--- config.mk ---
export PLATFORM = sky130hd
export DESIGN_NAME = softmax_buf2dat
export DESIGN_NICKNAME = d
export VERILOG_FILES = /design/src/rtl/softmax_buf2dat.sv
export SDC_FILE = /design/constraint.sdc
export NUM_CORES = 2
export LEC_CHECK = 0
export CAP_MARGIN = 20
export CORE_MARGIN = 4
export CORE_UTILIZATION = 40
export DETAILED_ROUTE_END_ITERATION = 12
export PLACE_DENSITY = 0.71
export SLEW_MARGIN = 25
export SYNTH_ARGS = -nofsm -noshare
export SYNTH_HDL_FRONTEND = slang
export SYNTH_SLANG_ARGS = --single-unit
--- constraint.sdc ---
create_clock -name clk -period 13.3 [get_ports clk]
set_input_delay 1.33 -clock clk [delete_from_list [all_inputs] [get_ports clk]]
set_output_delay 1.33 -clock clk [all_outputs]
set_load 0.05 [all_outputs]
--- src/rtl/softmax_buf2dat.sv ---
// softmax_buf2dat: drains the softmax pixel buffer in fill order
// (h / w-burst / ch-group / pixel) and presents one Tout-wide beat per read
// to the MCIF write path through a small skid FIFO, returning one credit per
// accepted beat.
module softmax_buf2dat #(
  parameter int DAT_DW     = 16,
  parameter int TOUT       = 32,
  parameter int BURST_LEN  = 16,
  parameter int LOG2_BURST = 4,
  parameter int LOG2_H     = 12,
  parameter int LOG2_W     = 12,
  parameter int LOG2_CHG   = 8,
  parameter int PIX_AW     = 12,
  parameter int FIFO_DEPTH = 4
) (
  input  logic                     clk,
  input  logic                     rst_n,
  input  logic                     start,
  input  logic [LOG2_CHG-1:0]      CH_in_div_Tout,
  input  logic [LOG2_H-1:0]        h_in,
  input  logic [LOG2_W-1:0]        w_in,
  input  logic                     burst_done,
  output logic                     buf_rd_en,
  output logic [PIX_AW-1:0]        buf_pixel_addr,
  output logic [LOG2_CHG-1:0]      buf_ch_addr,
  input  logic [DAT_DW*TOUT-1:0]   buf_rd_dat,
  output logic                     wr_req_vld,
  input  logic                     wr_req_rdy,
  output logic [DAT_DW*TOUT-1:0]   wr_req_pd,
  output logic                     credit_vld,
  output logic                     busy,
  output logic                     done
);

  localparam int BEAT_W = DAT_DW * TOUT;
  localparam int WB_W   = LOG2_W - LOG2_BURST;
  localparam int FAW    = $clog2(FIFO_DEPTH);
  localparam int FCW    = FAW + 1;
  localparam logic [FCW:0]          DEPTH_LIM = (FCW+1)'(FIFO_DEPTH);
  localparam logic [LOG2_BURST-1:0] FULL_M1   = LOG2_BURST'(BURST_LEN - 1);

  typedef enum logic [1:0] {
    S_IDLE  = 2'd0,
    S_RUN   = 2'd1,
    S_DRAIN = 2'd2
  } state_t;

  state_t state, state_nxt;

  // Latched frame configuration
  logic [LOG2_CHG-1:0]   cfg_chg;
  logic [LOG2_H-1:0]     cfg_h;
  logic [LOG2_W-1:0]     cfg_w;

  // Loop counters, innermost first: w_cnt -> ch_cnt -> wb_cnt -> h_cnt
  logic [LOG2_BURST-1:0] w_cnt;
  logic [LOG2_CHG-1:0]   ch_cnt;
  logic [WB_W-1:0]       wb_cnt;
  logic [LOG2_H-1:0]     h_cnt;
  logic [PIX_AW-1:0]     row_base;   // h_cnt * cfg_w, kept as a running sum

  logic [4:0]            rdy_cnt;
  logic                  in_flight;  // a read issued last cycle, data arriving now

  logic [BEAT_W-1:0]     fifo_mem [FIFO_DEPTH];
  logic [FAW-1:0]        wr_ptr, rd_ptr;
  logic [FCW-1:0]        fifo_cnt;

  logic [LOG2_W-1:0]     wb_last_idx;
  logic [LOG2_BURST-1:0] tail, len_m1;
  logic                  wb_is_last, w_last, ch_last, h_last;
  logic                  burst_last, frame_last;
  logic                  start_ok, rd_fire, rdy_dec, push, pop, final_pop;

  // Loop-bound decode; the last w-burst of a row may be a partial burst
  assign wb_last_idx = (cfg_w - 1'b1) >> LOG2_BURST;
  assign tail        = cfg_w[LOG2_BURST-1:0];
  assign wb_is_last  = ({{LOG2_BURST{1'b0}}, wb_cnt} == wb_last_idx);
  assign len_m1      = (wb_is_last && (tail != '0)) ? tail - 1'b1 : FULL_M1;
  assign w_last      = (w_cnt == len_m1);
  assign ch_last     = (ch_cnt == cfg_chg - 1'b1);
  assign h_last      = (h_cnt == cfg_h - 1'b1);
  assign burst_last  = w_last && ch_last;
  assign frame_last  = burst_last && wb_is_last && h_last;

  // Read issue: a ready burst exists and the FIFO has room for everything in flight
  assign start_ok  = start && (state == S_IDLE);
  assign rd_fire   = (state == S_RUN) && (rdy_cnt != '0) &&
                     (({1'b0, fifo_cnt} + {{FCW{1'b0}}, in_flight}) < DEPTH_LIM);
  assign rdy_dec   = rd_fire && burst_last;

  assign push      = in_flight;
  assign pop       = wr_req_vld && wr_req_rdy;
  assign final_pop = (state == S_DRAIN) && pop && (fifo_cnt == FCW'(1)) && !in_flight;

  assign buf_rd_en      = rd_fire;
  assign buf_ch_addr    = ch_cnt;
  assign buf_pixel_addr = row_base + (PIX_AW'(wb_cnt) << LOG2_BURST) + PIX_AW'(w_cnt);
  assign wr_req_vld     = (fifo_cnt != '0);
  assign wr_req_pd      = wr_req_vld ? fifo_mem[rd_ptr] : '0;
  assign busy           = (state != S_IDLE);

  // State register
  // NOTE: sequential state uses non-blocking assignments so every flop samples pre-edge values.
  always_ff @(posedge clk or negedge rst_n) begin
    if (!rst_n) state <= S_IDLE;
    else        state <= state_nxt;
  end

  // Next-state decode
  // NOTE: the default assignment first guarantees no latch is inferred on any path.
  always_comb begin
    state_nxt = state;
    unique case (state)
      S_IDLE:  if (start_ok)              state_nxt = S_RUN;
      S_RUN:   if (rd_fire && frame_last) state_nxt = S_DRAIN;
      S_DRAIN: if (final_pop)             state_nxt = S_IDLE;
      default:                            state_nxt = S_IDLE;
    endcase
  end

  // Config latch and nested address counters, advancing once per read
  always_ff @(posedge clk or negedge rst_n) begin
    if (!rst_n) begin
      cfg_chg  <= '0;
      cfg_h    <= '0;
      cfg_w    <= '0;
      w_cnt    <= '0;
      ch_cnt   <= '0;
      wb_cnt   <= '0;
      h_cnt    <= '0;
      row_base <= '0;
    end else if (start_ok) begin
      cfg_chg  <= CH_in_div_Tout;
      cfg_h    <= h_in;
      cfg_w    <= w_in;
      w_cnt    <= '0;
      ch_cnt   <= '0;
      wb_cnt   <= '0;
      h_cnt    <= '0;
      row_base <= '0;
    end else if (rd_fire) begin
      if (!w_last) begin
        w_cnt <= w_cnt + 1'b1;
      end else begin
        w_cnt <= '0;
        if (!ch_last) begin
          ch_cnt <= ch_cnt + 1'b1;
        end else begin
          ch_cnt <= '0;
          if (!wb_is_last) begin
            wb_cnt <= wb_cnt + 1'b1;
          end else begin
            wb_cnt <= '0;
            if (!h_last) begin
              h_cnt    <= h_cnt + 1'b1;
              row_base <= row_base + PIX_AW'(cfg_w);
            end else begin
              h_cnt    <= '0;
              row_base <= '0;
            end
          end
        end
      end
    end
  end

  // Ready-burst count: +1 per burst_done, -1 per burst's final read, saturating at 31
  always_ff @(posedge clk or negedge rst_n) begin
    if (!rst_n) begin
      rdy_cnt <= '0;
    end else if (burst_done && !rdy_dec) begin
      if (rdy_cnt != 5'd31) rdy_cnt <= rdy_cnt + 1'b1;
    end else if (!burst_done && rdy_dec) begin
      rdy_cnt <= rdy_cnt - 1'b1;
    end
  end

  // Skid FIFO storage
  // NOTE: the data array is deliberately not reset; validity is tracked by fifo_cnt alone.
  always_ff @(posedge clk) begin
    if (push) fifo_mem[wr_ptr] <= buf_rd_dat;
  end

  // Skid FIFO pointers and occupancy
  always_ff @(posedge clk or negedge rst_n) begin
    if (!rst_n) begin
      wr_ptr   <= '0;
      rd_ptr   <= '0;
      fifo_cnt <= '0;
    end else begin
      if (push) wr_ptr <= wr_ptr + 1'b1;
      if (pop)  rd_ptr <= rd_ptr + 1'b1;
      case ({push, pop})
        2'b10:   fifo_cnt <= fifo_cnt + 1'b1;
        2'b01:   fifo_cnt <= fifo_cnt - 1'b1;
        default: fifo_cnt <= fifo_cnt;
      endcase
    end
  end

  // Read-latency tracker, credit return and end-of-frame pulse
  always_ff @(posedge clk or negedge rst_n) begin
    if (!rst_n) begin
      in_flight  <= 1'b0;
      credit_vld <= 1'b0;
      done       <= 1'b0;
    end else begin
      in_flight  <= rd_fire;
      credit_vld <= pop;
      done       <= final_pop;
    end
  end

endmodule

==> results.sh <==
export IMPL_cts_root_buffer="clkbuf_16"
export IMPL_postCtsSetupBuffers=0
export IMPL_initial_utilization_pct=40.2
export IMPL_setup_viol=0
export IMPL_outcome="finished clean"
export IMPL_syn_inst=3949
export IMPL_antenna_found_initial=78
export IMPL_fp_coreArea_mm2=0.207
export IMPL_fin_setup_tns_ps=0
export IMPL_netlist_area_leader_share_pct=74.0
export IMPL_htreeDepth=4
export IMPL_first_pass_iters=7
export IMPL_synthFlopType="edfxtp_1"
export IMPL_slew_headroom_pct=31.8
export IMPL_cp_start_kind="flop"
export IMPL_clk_pin_slew_worst_paths_ps=60
export IMPL_gp_congestion=0.846
export IMPL_io_buffers=1085
export IMPL_die_area_mm2=0.215
export IMPL_drt_iter0_markers=3480
export IMPL_cp_max_fo=79
export IMPL_routed_via_density=5.32
export IMPL_num_io_pins=1086
export IMPL_holdBufCountCts=0
export IMPL_dpl_hpwl_um=135000
export IMPL_synth_commonest_cells="2048 x edfxtp_1, 519 x and2_1, 512 x mux4_2"
export IMPL_numCtsBuffers=212
export IMPL_drive_gt1_share_pct=16.5
export IMPL_path_class="flop to primary output"
export IMPL_first_global_vias=44200
export IMPL_vias=42600
export IMPL_synth_area_mm2=0.0831
export IMPL_synth_yosys_seq_area_share_pct=76.8
export IMPL_wl_per_cell_um=26.0
export IMPL_ant_nets=0
export IMPL_crit_path_end_kind="primary output"
export IMPL_syn_nets=4543
export IMPL_slew_violations=0
export IMPL_worstSetupStartpoint="fifo_cnt[0]$_DFFE_PN0P_"
export IMPL_cts_resized=0
export IMPL_seq_area_mm2=0.0638
export IMPL_worstHoldPathType="input port to asynchronous set/reset pin"
export IMPL_fin_crit_ps=6520
export IMPL_syn_area_per_cell_um2=21.1
export IMPL_synth_async_reset_ratio_pct=4.34
export IMPL_max_freq_mhz=153
export IMPL_synth_top_area_cell="edfxtp_1"
export IMPL_rsz0062_at_grt="false"
export IMPL_yosys_warnings=0
export IMPL_rows=167
export IMPL_synth_cell_types=75
export IMPL_post_route_period_util_pct=49.0
export IMPL_grtUsageTotal_pct=19.0
export IMPL_yosysMostFrequentCell="edfxtp_1"
export IMPL_clk_latency_ps=860
export IMPL_fin_nets=5699
export IMPL_die_h_um=464
export IMPL_r2r_end="rdy_cnt[4]$_DFFE_PN0P_"
export IMPL_grt_pass1_wl_um=304000
export IMPL_cts_max_path_buffers=3
export IMPL_hold_viol_final=0
export IMPL_fin_worst_skew_ps=53.2
export IMPL_drc=0
export IMPL_reg2reg_depth=17
export IMPL_required_ps=11970
export IMPL_cts_tree="built"
export IMPL_fin_util_pct=50.3
export IMPL_routed_wl_um=208000
export IMPL_worst_pin_slew_ps=1020
export IMPL_grt_max_degree=136
export IMPL_grt_remaining_overflow=0
export IMPL_area_growth_synth_to_final_pct=25.3
export IMPL_maxCapViolCount=0
export IMPL_synthTopCellsByArea="edfxtp_1 74%, mux4_2 14%, and2_1 3.9%, dfrtp_1 2.8%, ha_1 0.63%"
export IMPL_die_w_um=464
export IMPL_synth_edf_count=2048
export IMPL_ys_ff_latch=2141
export IMPL_r2r_start="cfg_w[0]$_DFFE_PN0P_"
export IMPL_multi_input_area_mm2=0.0185
export IMPL_num_fill_cells=16300
export IMPL_arrival_ps=5190
export IMPL_regToRegSetupSlack_ps=9020
export IMPL_cts_sink_count=2141
[stage by stage]
| step | hold slack [ps] | cell area [µm²] | std cells | setup WS (ps) |
|---|---|---|---|---|
| floorplan | 449 | 83100 | 3949 | 209 |
| global placement | 471 | 97200 | 7594 | 7680 |
| detailed placement | 489 | 97200 | 7594 | 7570 |
| CTS | 389 | 104000 | 7976 | 6650 |
| global route | 418 | 104000 | 8000 | 6420 |
| finish | 461 | 104000 | 8015 | 6780 |
[layer usage]
layer	routed length (µm)	vias up	part of all wire, %	GRT usage [%]
li1	-	18300	-	-
met1	80700	22300	39	23.9
met2	104000	1575	50	31.2
met3	17000	375	8.2	6.16
met4	5980	76	2.9	6.34
met5	479	-	0.23	0
[worst max path at each step]
stage                                          end  slack (ps)
after floorplan           fifo_mem[2][0]$_DFFE_PP_         210
after global placement               wr_req_pd[26]        7680
after detailed placement            wr_req_pd[327]        7570
after CTS                           wr_req_pd[327]        6650
after global routing                wr_req_pd[327]        6420
final                               wr_req_pd[327]        6780
[worst max-delay path, cell delays in order (launching register included)]
cell             delay (ps)
dfrtp_1                 410
inv_1                   100
ha_1                    240
nand2b_4                620
buf_4                   620
buf_4                   630
buf_4                   500
and2_1                  220
clkdlybuf4s50_1         820
[layout by cell type, fill, tap and decap left out, types with 8 or more instances in the layout]
cell type        instances
a21oi_1                 34
a22o_1                  11
a31oi_1                 10
and2_1                 514
and3_1                  18
buf_12                  15
buf_4                   31
bufinv_16               15
clkbuf_1                54
clkbuf_16              214
clkdlybuf4s50_1       1084
clkinv_1                41
clkinv_16                9
clkinv_2                25
dfrtp_1                 91
diode_2                 38
edfxtp_1              2048
ha_1                    42
inv_1                   32
mux4_2                 512
nand2_1                111
nand2b_1                10
nand3_1                 21
nand4_1                  9
nor2_1                  52
nor2b_1                 11
nor3_1                  17
o21ai_0                 40
or3_1                    8
xnor2_1                 47
xor2_1                  16
[cell families (layout without fill, tap and decap cells)]
group                    count (synthesis)  count (layout)  synth area share (%)
flip-flops                            2141            2141                  76.8
AND/OR/NAND/NOR                        808             808                  5.63
multiplexers                           520             520                  14.0
buffers and inverters                  221            1545                  1.03
AO/OA/AOI/OAI                          151             151                  1.23
XOR/XNOR                                63              63                 0.664
adder cells (fa/ha/maj)                 45              45                 0.704
other                                    0              38                     0
[sequential cells by signal, summed over array words and instances, names as in the netlist, 2 cells and up]
name and count:
rdy_cnt 5, cfg_h 12, cfg_chg 8, fifo_mem 2048
w_cnt 4, rd_ptr 2, buf_ch_addr 8, row_base 12
h_cnt 12, wr_ptr 2, wb_cnt 8, fifo_cnt 3
state 2, cfg_w 12
[final cells by class]
type,instances,area share (%)
Antenna cell,38,0.0913
Clock buffer,275,5.43
Clock inverter,107,1.13
Inverter,32,0.115
Multi-Input combinational cell,1587,17.7
Sequential cell,2141,61.3
Tap cell,2704,3.25
Timing Repair Buffer,1131,11.0
Power is not shown: default switching activity piles up to over one toggle a cycle in this logic, so the estimate is an artifact.
